===== config.mk =====
export PLATFORM = sky130hd
export DESIGN_NAME = neureka_weight_bitserializer
export DESIGN_NICKNAME = d
export VERILOG_FILES = /design/src/rtl/neureka_weight_bitserializer.sv
export SDC_FILE = /design/constraint.sdc
export NUM_CORES = 1
export LEC_CHECK = 0
export BUFFER_PORTS_ARGS = -buffer_cell sky130_fd_sc_hd__buf_4
export CAP_MARGIN = 20
export CELL_PAD_IN_SITES_DETAIL_PLACEMENT = 1
export CELL_PAD_IN_SITES_GLOBAL_PLACEMENT = 2
export CORE_AREA = 4 4 114 116
export DETAILED_ROUTE_END_ITERATION = 6
export DIE_AREA = 0 0 118 120
export PLACE_DENSITY_LB_ADDON = 0.1
export SLEW_MARGIN = 5
export SYNTH_ARGS = -nofsm -noshare
export SYNTH_HDL_FRONTEND = slang
export SYNTH_SLANG_ARGS = --single-unit

===== constraint.sdc =====
create_clock -name clk_gated -period 2.68 [get_ports clk_gated]
set_clock_uncertainty 0.15 [all_clocks]
set_input_delay 0.268 -clock clk_gated [delete_from_list [all_inputs] [get_ports clk_gated]]
set_output_delay 0.268 -clock clk_gated [all_outputs]
set_load 0.1 [all_outputs]

===== src/rtl/neureka_weight_bitserializer.sv =====
// Bit-plane serializer for neureka binconv weights: one packed word in,
// qw LSB-first bit-planes out, with bit index and last-plane flag.

module neureka_wbs_lane #(
   parameter int unsigned QW    = 8,
   parameter int unsigned CNT_W = $clog2(QW)
) (
   input  logic [QW-1:0]    row_i,
   input  logic [CNT_W-1:0] sel_i,
   input  logic             en_i,
   output logic             bit_o
);
   assign bit_o = en_i & row_i[sel_i];
endmodule

module neureka_weight_bitserializer #(
   parameter int unsigned COLUMN_SIZE = 9,
   parameter int unsigned QW          = 8,
   parameter int unsigned CNT_W       = $clog2(QW)
) (
   input  logic                      clk_gated,
   input  logic                      rst_ni,
   input  logic                      enable_i,
   input  logic                      clear_i,
   input  logic [CNT_W:0]            qw_i,
   input  logic [COLUMN_SIZE-1:0]    row_mask_i,
   input  logic                      wword_valid_i,
   output logic                      wword_ready_o,
   input  logic [COLUMN_SIZE*QW-1:0] wword_data_i,
   output logic                      wbit_valid_o,
   input  logic                      wbit_ready_i,
   output logic [COLUMN_SIZE-1:0]    wbit_data_o,
   output logic [CNT_W-1:0]          block_cnt_o,
   output logic                      last_o
);

   typedef enum logic {IDLE, SERIAL} state_e;

   state_e                    state_q, state_d;
   logic [COLUMN_SIZE*QW-1:0] word_q, word_d;
   logic [CNT_W:0]            qw_q, qw_d;
   logic [CNT_W-1:0]          cnt_q, cnt_d;
   logic [COLUMN_SIZE-1:0]    mask_q, mask_d;

   logic           en, serial, last, out_hs, in_hs;
   logic [CNT_W:0] qw_sat;

   assign en     = enable_i & ~clear_i;
   assign serial = (state_q == SERIAL);
   assign last   = serial & ({1'b0, cnt_q} == qw_q - (CNT_W+1)'(1));
   assign out_hs = en & serial & wbit_ready_i;

   // Reload is allowed in the same cycle the last plane is consumed, so
   // back-to-back words stream without a bubble.
   assign wword_ready_o = en & (~serial | (last & wbit_ready_i));
   assign in_hs         = wword_ready_o & wword_valid_i;

   always_comb begin
      qw_sat = qw_i;
      if (qw_i == '0)                    qw_sat = (CNT_W+1)'(1);
      else if (qw_i > (CNT_W+1)'(QW))    qw_sat = (CNT_W+1)'(QW);
   end

   always_comb begin
      state_d = state_q;
      word_d  = word_q;
      qw_d    = qw_q;
      cnt_d   = cnt_q;
      mask_d  = mask_q;
      if (clear_i) begin
         state_d = IDLE;
         cnt_d   = '0;
      end else if (en) begin
         if (in_hs) begin
            word_d  = wword_data_i;
            mask_d  = row_mask_i;
            qw_d    = qw_sat;
            cnt_d   = '0;
            state_d = SERIAL;
         end else if (out_hs) begin
            if (last) begin
               state_d = IDLE;
               cnt_d   = '0;
            end else begin
               cnt_d = cnt_q + CNT_W'(1);
            end
         end
      end
   end

   always_ff @(posedge clk_gated or negedge rst_ni) begin
      if (!rst_ni) begin
         state_q <= IDLE;
         word_q  <= '0;
         qw_q    <= (CNT_W+1)'(1);
         cnt_q   <= '0;
         mask_q  <= '0;
      end else begin
         state_q <= state_d;
         word_q  <= word_d;
         qw_q    <= qw_d;
         cnt_q   <= cnt_d;
         mask_q  <= mask_d;
      end
   end

   genvar r;
   generate
      for (r = 0; r < COLUMN_SIZE; r++) begin : g_lane
         neureka_wbs_lane #(.QW(QW), .CNT_W(CNT_W)) u_lane (
            .row_i (word_q[r*QW +: QW]),
            .sel_i (cnt_q),
            .en_i  (serial & mask_q[r]),
            .bit_o (wbit_data_o[r])
         );
      end
   endgenerate

   assign wbit_valid_o = serial;
   assign block_cnt_o  = cnt_q;
   assign last_o       = last;

endmodule


==> results.py, run 1 <==
metrics = {
    "layout": {
        "drive_gt1_share_pct": 43.71,
        "diodes": 0,
        "final_nets": 541,
        "fill_cells": 1208,
        "syn2layout_area_growth_pct": 46.89,
        "final_cells": 600,
        "utilization_pct": 51.83,
        "post-route-cell-area_um2": 6173,
    },
    "place": {
        "dp_slack_ns": -0.003735,
        "numPortBuffers": 105,
        "hpwl_um": 6766,
        "place_inst": 520,
        "place_congestion": 0.7036,
        "placed_area_um2": 5147,
    },
    "global_routing": {
        "grt_max_degree": 50,
        "grt_pass1_wl_um": 17020,
        "first_global_vias": 3290,
        "antenna_found_initial": 0,
        "grtUsageTotal_pct": 15.43,
        "overflow": 0,
    },
    "timing": {
        "post-route-period-util_pct": 98.60,
        "hold_ws_ns": 0.008572,
        "fin_setup_tns_ns": 0,
        "tightest_slew_ns": 0.6827,
        "worst_slack_ns": 0.03739,
        "fin_crit_ns": 2.643,
        "relSlewSlack_pct": 54.48,
        "rsz0062_at_grt": "true",
        "setup_violations": 0,
        "slew_viol_final": 0,
        "hold_violations": 0,
        "clock.fmax_mhz": 378.4,
    },
    "yosys": {
        "ys_ff_latch": 89,
        "ys_seq_area_share_pct": 53.02,
        "netlist_instances": 285,
        "synthDistinctLibCells": 33,
        "syn_nets": 378,
        "synth.cell_area_um2": 4203,
        "syn_avg_cell_area_um2": 14.75,
        "synth_warnings": 0,
    },
    "cts": {
        "cts_htree_levels": 3,
        "clock-sinks": 89,
        "numCtsBuffers": 9,
        "cts_tree": "built",
        "clock_path_buffers": 2,
        "cts_root_buf": "clkbuf_16",
        "path_clk_slew_ns": 0.06,
        "clk_latency_ns": 0.33,
    },
    "min_path": {
        "hold_depth": 2,
        "hp-start": "wword_data_i[3]",
        "hold_path.class": "in2reg",
        "whs_endpoint": "word_q[3]$_DFFE_PN0P_",
    },
    "flow_run": {
        "drv_cap": 0,
    },
    "drt": {
        "post_drt_via_cell_ratio": 4.797,
        "dr.pass1.iters": 4,
        "dr.first_iter.drc_count": 110,
        "drt_wl_total_um": 10450,
        "antenna_left": 0,
        "num_vias": 2878,
        "post_drt_wl_per_cell_um": 17.42,
        "drc_errors": 0,
    },
    "floorplan": {
        "start_util_pct": 35.28,
        "fp-row-count": 40,
        "die_h_um": 120,
        "coreArea_um2": 11910,
        "pin_count": 106,
        "die_w_um": 118,
        "die_area_um2": 14160,
    },
    "worst_setup_path": {
        "crit_type": "reg2reg",
        "crit_family": "flip-flops",
        "slowest_delay_ns": 0.56,
        "crit_path_start_kind": "flop",
        "crit_path_top_delay_cell": "dfstp_2",
        "worst-path-stages": 9,
        "rr_worst_depth": 9,
        "timing.rr.start": "qw_q[0]$_DFFE_PN1P_",
        "end_kind": "flop",
        "r2r-end": "mask_q[4]$_DFFE_PN0P_",
        "rrSetupSlack_ns": 0.04,
        "required_ns": 2.75,
        "crit_arrival_ns": 2.71,
        "path_max_fanout": 37,
        "path_cells": "inv_1 -> ha_1 -> xor2_2 -> nor4_2 -> nor2_1 -> o32ai_4 -> buf_12 -> buf_16 -> mux2_2",
        "path_buf_inv": 3,
    },
    "status": {
        "outcome": "finished clean",
    },
    "power_and_ir_drop": {
        "power_per_cell_area_nw_per_um2": 643.9,
        "p_total_mw": 3.975,
        "ir_drop_mv": 0.4648,
        "p_leak_nw": 2.659,
    },
}
-- metal layers --
metal  vias to the layer above  global-route usage (%)  share of wire [%]
met1                      1450                   18.78                 44
met4                         0                   4.176               0.81
met3                         6                   5.419                4.9
met5                         -                       0                  0
met2                        72                   26.12                 51
li1                       1350                       -                  -
-- synth_stat cells (all sizes together) --
cell type	n	area (µm²)
o21a	1	7.510
o21ai	1	5.000
and3b	1	8.760
mux2	84	945.9
buf	20	156.4
clkbuf	5	18.77
nor4	1	12.51
a221oi	1	8.760
a22o	1	8.760
o21bai	1	7.510
o32ai	1	16.27
and3	1	6.260
a21boi	1	7.510
dfrtp	88	2202
ha	2	25.02
a21o	1	7.510
or2	2	12.51
xor2	3	26.28
mux4	18	405.4
a41oi	1	8.760
inv	3	11.26
dfstp	1	26.28
nor2b	2	12.51
mux2i	11	110.1
a21oi	3	15.01
nor2	12	45.04
nand2b	3	18.77
nand3	4	20.02
nand2	11	41.29
nor3	1	5.000
-- area by class of cell --
cell class,instances,area [µm²],area share (%)
Inverter,3,11.26,0.1824
Clock buffer,13,270.3,4.378
Timing Repair Buffer,177,1588,25.72
Sequential cell,89,2236,36.22
Clock inverter,3,46.29,0.7499
Tap cell,147,183.9,2.979
Multi-Input combinational cell,168,1838,29.77
-- how the worst max path moves through the flow --
stage                          startpoint                endpoint  slack, ns
2_1_floorplan  block_cnt_o[0]$_DFFE_PN0P_          wbit_data_o[0]       0.06
3_3_place_gp          qw_q[0]$_DFFE_PN1P_   mask_q[6]$_DFFE_PN0P_       0.07
3_5_place_dp          qw_q[0]$_DFFE_PN1P_  word_q[14]$_DFFE_PN0P_     -0.004
4_1_cts               qw_q[0]$_DFFE_PN1P_  word_q[23]$_DFFE_PN0P_      -0.02
5_1_grt               qw_q[0]$_DFFE_PN1P_  word_q[52]$_DFFE_PN0P_      -0.05
6_report              qw_q[0]$_DFFE_PN1P_   mask_q[4]$_DFFE_PN0P_       0.04
-- layout by cell type (no fill, tap or decap), drive strengths merged, types with 2 or more instances in the layout --
| master | Yosys | final |
|---|---|---|
| a21oi | 3 | 3 |
| buf | 20 | 114 |
| clkbuf | 5 | 14 |
| dfrtp | 88 | 88 |
| dlygate4sd3 | 0 | 62 |
| ha | 2 | 2 |
| inv | 3 | 4 |
| mux2 | 84 | 84 |
| mux2i | 11 | 11 |
| mux4 | 18 | 18 |
| nand2 | 11 | 11 |
| nand2b | 3 | 3 |
| nand3 | 4 | 4 |
| nor2 | 12 | 12 |
| nor2b | 2 | 2 |
| or2 | 2 | 2 |
| xor2 | 3 | 3 |
-- state kept, by name, summed over array words and instances, names as in the netlist --
signal        flops
wbit_valid_o      1
mask_q            9
block_cnt_o       3
qw_q              4
word_q           72
-- timing repair --
action | CTS | global route
setup buffers | 0 | 1
pin swaps | 0 | 1
cloned | 0 | 1
setup endpoints to repair | 26 | 85
endpoints found under the hold margin | 106 | 2
hold buffers | 60 | 2
gates resized for setup | 3 | 8
-- kinds of logic (layout without fill, tap and decap cells) --
family | Yosys count | count (layout) | synth area share, %
mux | 113 | 113 | 34.77
flops | 89 | 89 | 53.02
simple gates | 38 | 38 | 4.346
buf+inv | 28 | 196 | 4.436
compound gates | 12 | 12 | 2.203
xor+xnor | 3 | 3 | 0.6253
fa+ha+maj | 2 | 2 | 0.5953
-- worst reg2reg max path, stage by stage, from the launching register on --
cell	delay, ns
dfstp_2	0.56
inv_1	0.06
ha_1	0.22
xor2_2	0.15
nor4_2	0.17
nor2_1	0.15
o32ai_4	0.31
buf_12	0.17
buf_16	0.21
mux2_2	0.38
-- report_power, final --
| group | switching (mW) | internal [mW] |
|---|---|---|
| sequential | 0.156 | 1.65 |
| combinational | 0.343 | 0.513 |
| clock | 0.511 | 0.803 |
| total | 1.01 | 2.97 |
Power figures use the tool's default switching activity.
==> run 2: changes to the inputs <==
Settings changed: REMOVE_ABC_BUFFERS from default to 1.
==> run 2 against run 1 <==
  * Sequential cell count unchanged
  * Die area did not move
  * Final area rose by 1.6%
  * Sequential power about the same
  * Register-to-register slack gained 0.02 ns
  * Fmax grew 0.89%
  * Largest power group unchanged
==> results.py, run 2 (same netlist as run 1, synthesis figures left out) <==
metrics = {
    "global_routing": {
        "first_global_vias": 3366,
        "grtUsageTotal_pct": 15.48,
        "grt_max_degree": 65,
        "met3_usage_pct": 4.948,
        "antenna_found_initial": 0,
        "grt_pass1_wl_um": 17280,
        "use_met1_pct": 18.77,
        "overflow": 0,
        "top_usage_layer": "met2",
        "use_met2_pct": 26.77,
    },
    "worst_setup_path": {
        "slowest_delay_ns": 0.56,
        "crit_path_start_kind": "flop",
        "path_cells": "inv_2 -> ha_4 -> xor2_4 -> nor4_4 -> nor2_1 -> o32ai_4 -> buf_6 -> clkbuf_16 -> mux2_1",
        "crit_path_top_delay_cell": "dfstp_2",
        "crit_type": "reg2reg",
        "path_buf_inv": 3,
        "required_ns": 2.74,
        "crit_family": "flip-flops",
        "path_max_fanout": 20,
        "end_kind": "flop",
        "crit_arrival_ns": 2.68,
    },
    "timing": {
        "clock.fmax_mhz": 381.8,
        "fin_crit_ns": 2.619,
        "tightest_slew_ns": 0.8228,
        "hold_violations": 0,
        "setup_violations": 0,
        "slew_viol_final": 0,
        "worst_slack_ns": 0.06079,
        "relSlewSlack_pct": 45.15,
        "post-route-period-util_pct": 97.73,
    },
    "cts": {
        "numCtsBuffers": 9,
        "cts_root_buf": "clkbuf_16",
        "clock-sinks": 89,
        "path_clk_slew_ns": 0.07,
        "cts_tree": "built",
        "clk_latency_ns": 0.33,
        "cts_htree_levels": 3,
        "clock_path_buffers": 2,
    },
    "flow_run": {
        "drv_cap": 0,
    },
    "power_and_ir_drop": {
        "seqPwrFrac_pct": 44.8,
        "comb_power_share_pct": 22.9,
        "p_switching_mw": 1.067,
        "p_int_mw": 2.961,
        "ir_drop_mv": 0.4298,
        "power_per_cell_area_nw_per_um2": 642.2,
        "p_leak_nw": 2.713,
        "swShare_pct": 26.49,
        "p_clk_share_pct": 32.3,
    },
    "floorplan": {
        "die_area_um2": 14160,
        "start_util_pct": 35.28,
        "coreArea_um2": 11910,
        "fp-row-count": 40,
        "die_w_um": 118,
        "pin_count": 106,
        "die_h_um": 120,
    },
    "layout": {
        "final_common_cell": "buf_4",
        "diodes": 0,
        "reg.largest.list": "word_q (72), mask_q (9), qw_q (4)",
        "fill_cells": 1167,
        "syn2layout_area_growth_pct": 49.24,
        "regMostFlops": "word_q",
        "final_nets": 552,
        "drive_gt1_share_pct": 43.53,
        "final_cell_mix": "buf_4, dfrtp_1, dlygate4sd3_1",
        "final_cells": 611,
        "largest_register_ffs": 72,
    },
    "drt": {
        "num_vias": 2944,
        "post_drt_wl_per_cell_um": 17.73,
        "post_drt_via_cell_ratio": 4.818,
        "dr.pass1.iters": 3,
        "antenna_left": 0,
        "drc_errors": 0,
        "drt_wl_total_um": 10840,
        "dr.first_iter.drc_count": 128,
    },
    "place": {
        "numPortBuffers": 105,
        "hpwl_um": 6732,
        "dp_slack_ns": 0.04732,
        "place_inst": 520,
        "place_congestion": 0.7497,
    },
    "min_path": {
        "hold_path.class": "in2reg",
    },
    "status": {
        "outcome": "finished clean",
    },
}
==> run 2: power groups by stage <==
| stage | Combinational [mW] | Sequential [mW] | Clock [mW] |
|---|---|---|---|
| floorplan | 0.523 | 1.78 | 0 |
| global placement | 0.750 | 1.81 | 0 |
| detailed placement | 0.771 | 1.83 | 0 |
| CTS | 0.857 | 1.81 | 1.35 |
| global route | 1.01 | 1.84 | 1.40 |
| finish | 0.924 | 1.80 | 1.30 |
==> run 2: routing by layer <==
layer,vias up,wire (µm)
met5,-,0
met2,64,5481
li1,1368,-
met1,1503,4816
met4,0,127
met3,9,410
==> run 2: worst register-to-register path, delay by kind of cell (launching register included) <==
kind                     cells  cell delay (ns)
flip-flops                   1             0.56
buffers and inverters        3             0.46
AND/OR/NAND/NOR              2             0.41
multiplexers                 1             0.35
AO/OA/AOI/OAI                1             0.25
adder cells (fa/ha/maj)      1             0.17
XOR/XNOR                     1             0.16
==> run 2: what timing repair did <==
item,4_1_cts,5_1_grt
resized for setup,3,13
setup endpoints to repair,1,85
hold endpoints to repair,127,1
hold buffers,67,1
pin swaps,3,5
cloned,0,2
setup buffers,0,5
==> run 2: cell type report <==
cell class	count	area [µm²]	share of cell area, %
flip-flops and latches	89	2230	35.55
multi-input cells	168	1856	29.58
repair buffers	188	1677	26.73
clock buffers	10	239.0	3.810
well taps	147	183.9	2.932
clock inverters	6	76.32	1.217
inverters	3	11.26	0.1795
==> run 2: path summary, 6_finish.rpt <==
| check | from | end | slack, ns | cells after the start |
|---|---|---|---|---|
| setup / recovery | qw_q[0]$_DFFE_PN1P_ | word_q[55]$_DFFE_PN0P_ | 0.06 | 9 |
| hold / removal | wword_data_i[26] | word_q[26]$_DFFE_PN0P_ | 0.02 | 2 |
| setup reg to reg | qw_q[0]$_DFFE_PN1P_ | word_q[55]$_DFFE_PN0P_ | 0.06 | 9 |
| hold reg to reg | word_q[43]$_DFFE_PN0P_ | word_q[43]$_DFFE_PN0P_ | 0.33 | 1 |
| max in group asynchronous | rst_ni | word_q[11]$_DFFE_PN0P_ | 1.23 | 3 |
| min in group asynchronous | rst_ni | word_q[58]$_DFFE_PN0P_ | 0.42 | 2 |
==> run 2: metrics by stage <==
step	utilization, %	hold WS [ns]	setup TNS, ns	area [µm²]	power, mW
5_1_grt	52.66	0.003617	-0.05585	6272	4.256
3_3_place_gp	42.90	0.2830	0	5110	2.563
4_1_cts	51.25	0.001878	0	6105	4.012
2_1_floorplan	-	-0.1776	-318.41	4028	2.308
6_report	52.66	0.01577	0	6272	4.028
3_5_place_dp	42.90	0.2779	0	5110	2.600
==> run 3: changes to the inputs <==
Settings changed: HOLD_SLACK_MARGIN from default to 0.03, SETUP_SLACK_MARGIN from default to 0.3.
Clock period 2.68 ns to 2.45 ns, I/O delays scaled along.
==> run 3 against run 2 <==
  * Critical path type unchanged
  * Routed wire length grew 13%
  * Sequential cell count is the same
  * Largest power group unchanged
  * The run now ends with negative setup slack left
  * Via count up 6.6%
  * Total power rose by 14%
  * Core utilization is 7.8 points higher
  * Global-route usage is 1.4 points higher
  * Setup slack worse by 0.20 ns
  * Die area unchanged
==> results.py, run 3 (same netlist as run 1, synthesis figures left out) <==
metrics = {
    "status": {
        "outcome": "complete, but fails checks",
        "failed_checks": "negative setup slack",
    },
    "floorplan": {
        "die_w_um": 118,
        "die_area_um2": 14160,
        "start_util_pct": 35.28,
        "die_h_um": 120,
        "coreArea_um2": 11910,
        "fp-row-count": 40,
        "pin_count": 106,
    },
    "timing": {
        "setup_violations": 86,
        "relSlewSlack_pct": 55.57,
        "slew_viol_final": 0,
        "clock.fmax_mhz": 385.9,
        "worst_slack_ns": -0.1414,
        "hold_violations": 0,
        "tightest_slew_ns": 0.6665,
        "post-route-period-util_pct": 105.8,
        "fin_setup_tns_ns": -7.572,
        "rsz0062_at_grt": "true",
        "fin_crit_ns": 2.591,
    },
    "worst_setup_path": {
        "path_buf_inv": 5,
        "crit_path_start_kind": "flop",
        "path_common_cell": "buf_6",
        "slowest_delay_ns": 0.54,
        "crit_path_start": "qw_q[0]$_DFFE_PN1P_",
        "crit_family": "buffers and inverters",
        "crit_type": "reg2reg",
        "crit_arrival_ns": 2.67,
        "required_ns": 2.53,
        "end_kind": "flop",
        "timing.critical_path.to": "word_q[43]$_DFFE_PN0P_",
        "r2r-end": "word_q[43]$_DFFE_PN0P_",
        "rrSetupSlack_ns": -0.14,
        "path_cells": "inv_2 -> ha_4 -> xor2_2 -> nor4_2 -> nor2_2 -> o32ai_4 -> buf_6 -> buf_12 -> buf_6 -> buf_6 -> mux2_4",
        "timing.rr.start": "qw_q[0]$_DFFE_PN1P_",
        "worst-path-stages": 11,
        "rr_worst_depth": 11,
        "crit_path_top_delay_cell": "dfstp_2",
        "path_max_fanout": 8,
    },
    "power_and_ir_drop": {
        "power_per_cell_area_nw_per_um2": 636.9,
        "p_leak_nw": 3.231,
        "ir_drop_mv": 0.3437,
        "p_total_mw": 4.586,
    },
    "cts": {
        "path_clk_slew_ns": 0.07,
        "numCtsBuffers": 9,
        "clock-sinks": 89,
        "clk_latency_ns": 0.34,
        "cts_htree_levels": 3,
        "cts_tree": "built",
        "clock_path_buffers": 2,
        "cts_root_buf": "clkbuf_16",
    },
    "drt": {
        "post_drt_wl_per_cell_um": 18.56,
        "drt_wl_total_um": 12250,
        "post_drt_via_cell_ratio": 4.753,
        "dr.pass1.iters": 4,
        "drc_errors": 0,
        "num_vias": 3137,
        "dr.first_iter.drc_count": 124,
        "antenna_left": 0,
    },
    "place": {
        "placed_area_um2": 5213,
        "hpwl_um": 6979,
        "dp_slack_ns": -0.1275,
        "numPortBuffers": 105,
        "place_congestion": 0.7161,
    },
    "layout": {
        "final_cell_mix": "buf_4, dfrtp_1, dlygate4sd3_1",
        "register_area_um2": 2230,
        "drive_gt1_share_pct": 54.39,
        "largest_register_ffs": 72,
        "utilization_pct": 60.45,
        "reg.largest.list": "word_q (72), mask_q (9), qw_q (4)",
        "final_common_cell": "buf_4",
        "diodes": 0,
        "fill_cells": 1127,
        "syn2layout_area_growth_pct": 71.33,
        "multi_input_area_um2": 2133,
        "final_nets": 602,
        "post-route-cell-area_um2": 7201,
        "regMostFlops": "word_q",
    },
    "global_routing": {
        "grt_pass1_wl_um": 18820,
        "overflow": 0,
        "grtUsageTotal_pct": 16.92,
        "first_global_vias": 3648,
        "grt_max_degree": 51,
        "antenna_found_initial": 0,
    },
    "min_path": {
        "hold_path.class": "in2reg",
    },
    "flow_run": {
        "drv_cap": 0,
    },
}
[run 3: through the flow]
step / std cells / hold slack (ns)
final: 660 / 0.07895
after global routing: 660 / 0.09397
after CTS: 653 / 0.06632
after detailed placement: 532 / 0.1702
after global placement: 532 / 0.1726
after floorplan: 260 / -0.2006
[run 3: worst min path at each step]
stage / from / endpoint / slack [ns] / depth (start not counted)
5_1_grt: qw_i[2] / qw_q[0]$_DFFE_PN1P_ / 0.09 / 4
3_5_place_dp: rst_ni / word_q[61]$_DFFE_PN0P_ / 0.17 / 1
2_1_floorplan: rst_ni / block_cnt_o[0]$_DFFE_PN0P_ / -0.20 / 0
6_report: qw_i[2] / qw_q[0]$_DFFE_PN1P_ / 0.08 / 4
3_3_place_gp: rst_ni / word_q[58]$_DFFE_PN0P_ / 0.17 / 1
4_1_cts: qw_i[2] / qw_q[0]$_DFFE_PN1P_ / 0.07 / 4
[run 3: worst register-to-register path, delay by kind of cell (launching register included)]
kind / cells / cell delay, ns
AND/OR/NAND/NOR: 2 / 0.32
XOR/XNOR: 1 / 0.17
adder cells (fa/ha/maj): 1 / 0.16
multiplexers: 1 / 0.31
AO/OA/AOI/OAI: 1 / 0.28
buffers and inverters: 5 / 0.56
flip-flops: 1 / 0.54
[run 3: layout make-up]
cell class	instances	share of cell area [%]
Timing Repair Buffer	238	33.01
Sequential cell	89	30.96
Multi-Input combinational cell	168	29.63
Clock buffer	13	3.475
Tap cell	147	2.554
Clock inverter	2	0.2085
Inverter	3	0.1564
[run 3: what timing repair did]
item / 4_1_cts / 5_1_grt
setup endpoints to repair: 96 / 96
gates resized for setup: 63 / 74
hold endpoints to repair: 133 / 0
setup buffers: 16 / 4
hold buffers: 87 / 0
pin swaps: 6 / 1
cloned: 3 / 3
[run 3: where the power goes]
part,leakage [nW],internal (mW),switching (mW)
Clock,0.122,0.711,0.553
Combinational,2.05,0.881,0.451
Sequential,1.06,1.81,0.186
[run 3: layer usage]
| layer | vias to the layer above | GRT usage (%) | share of wire, % |
|---|---|---|---|
| li1 | 1473 | - | - |
| met1 | 1583 | 20.53 | 44 |
| met3 | 12 | 4.053 | 3.8 |
| met2 | 69 | 30.26 | 51 |
| met5 | - | 0 | 0 |
| met4 | 0 | 4.396 | 1.1 |
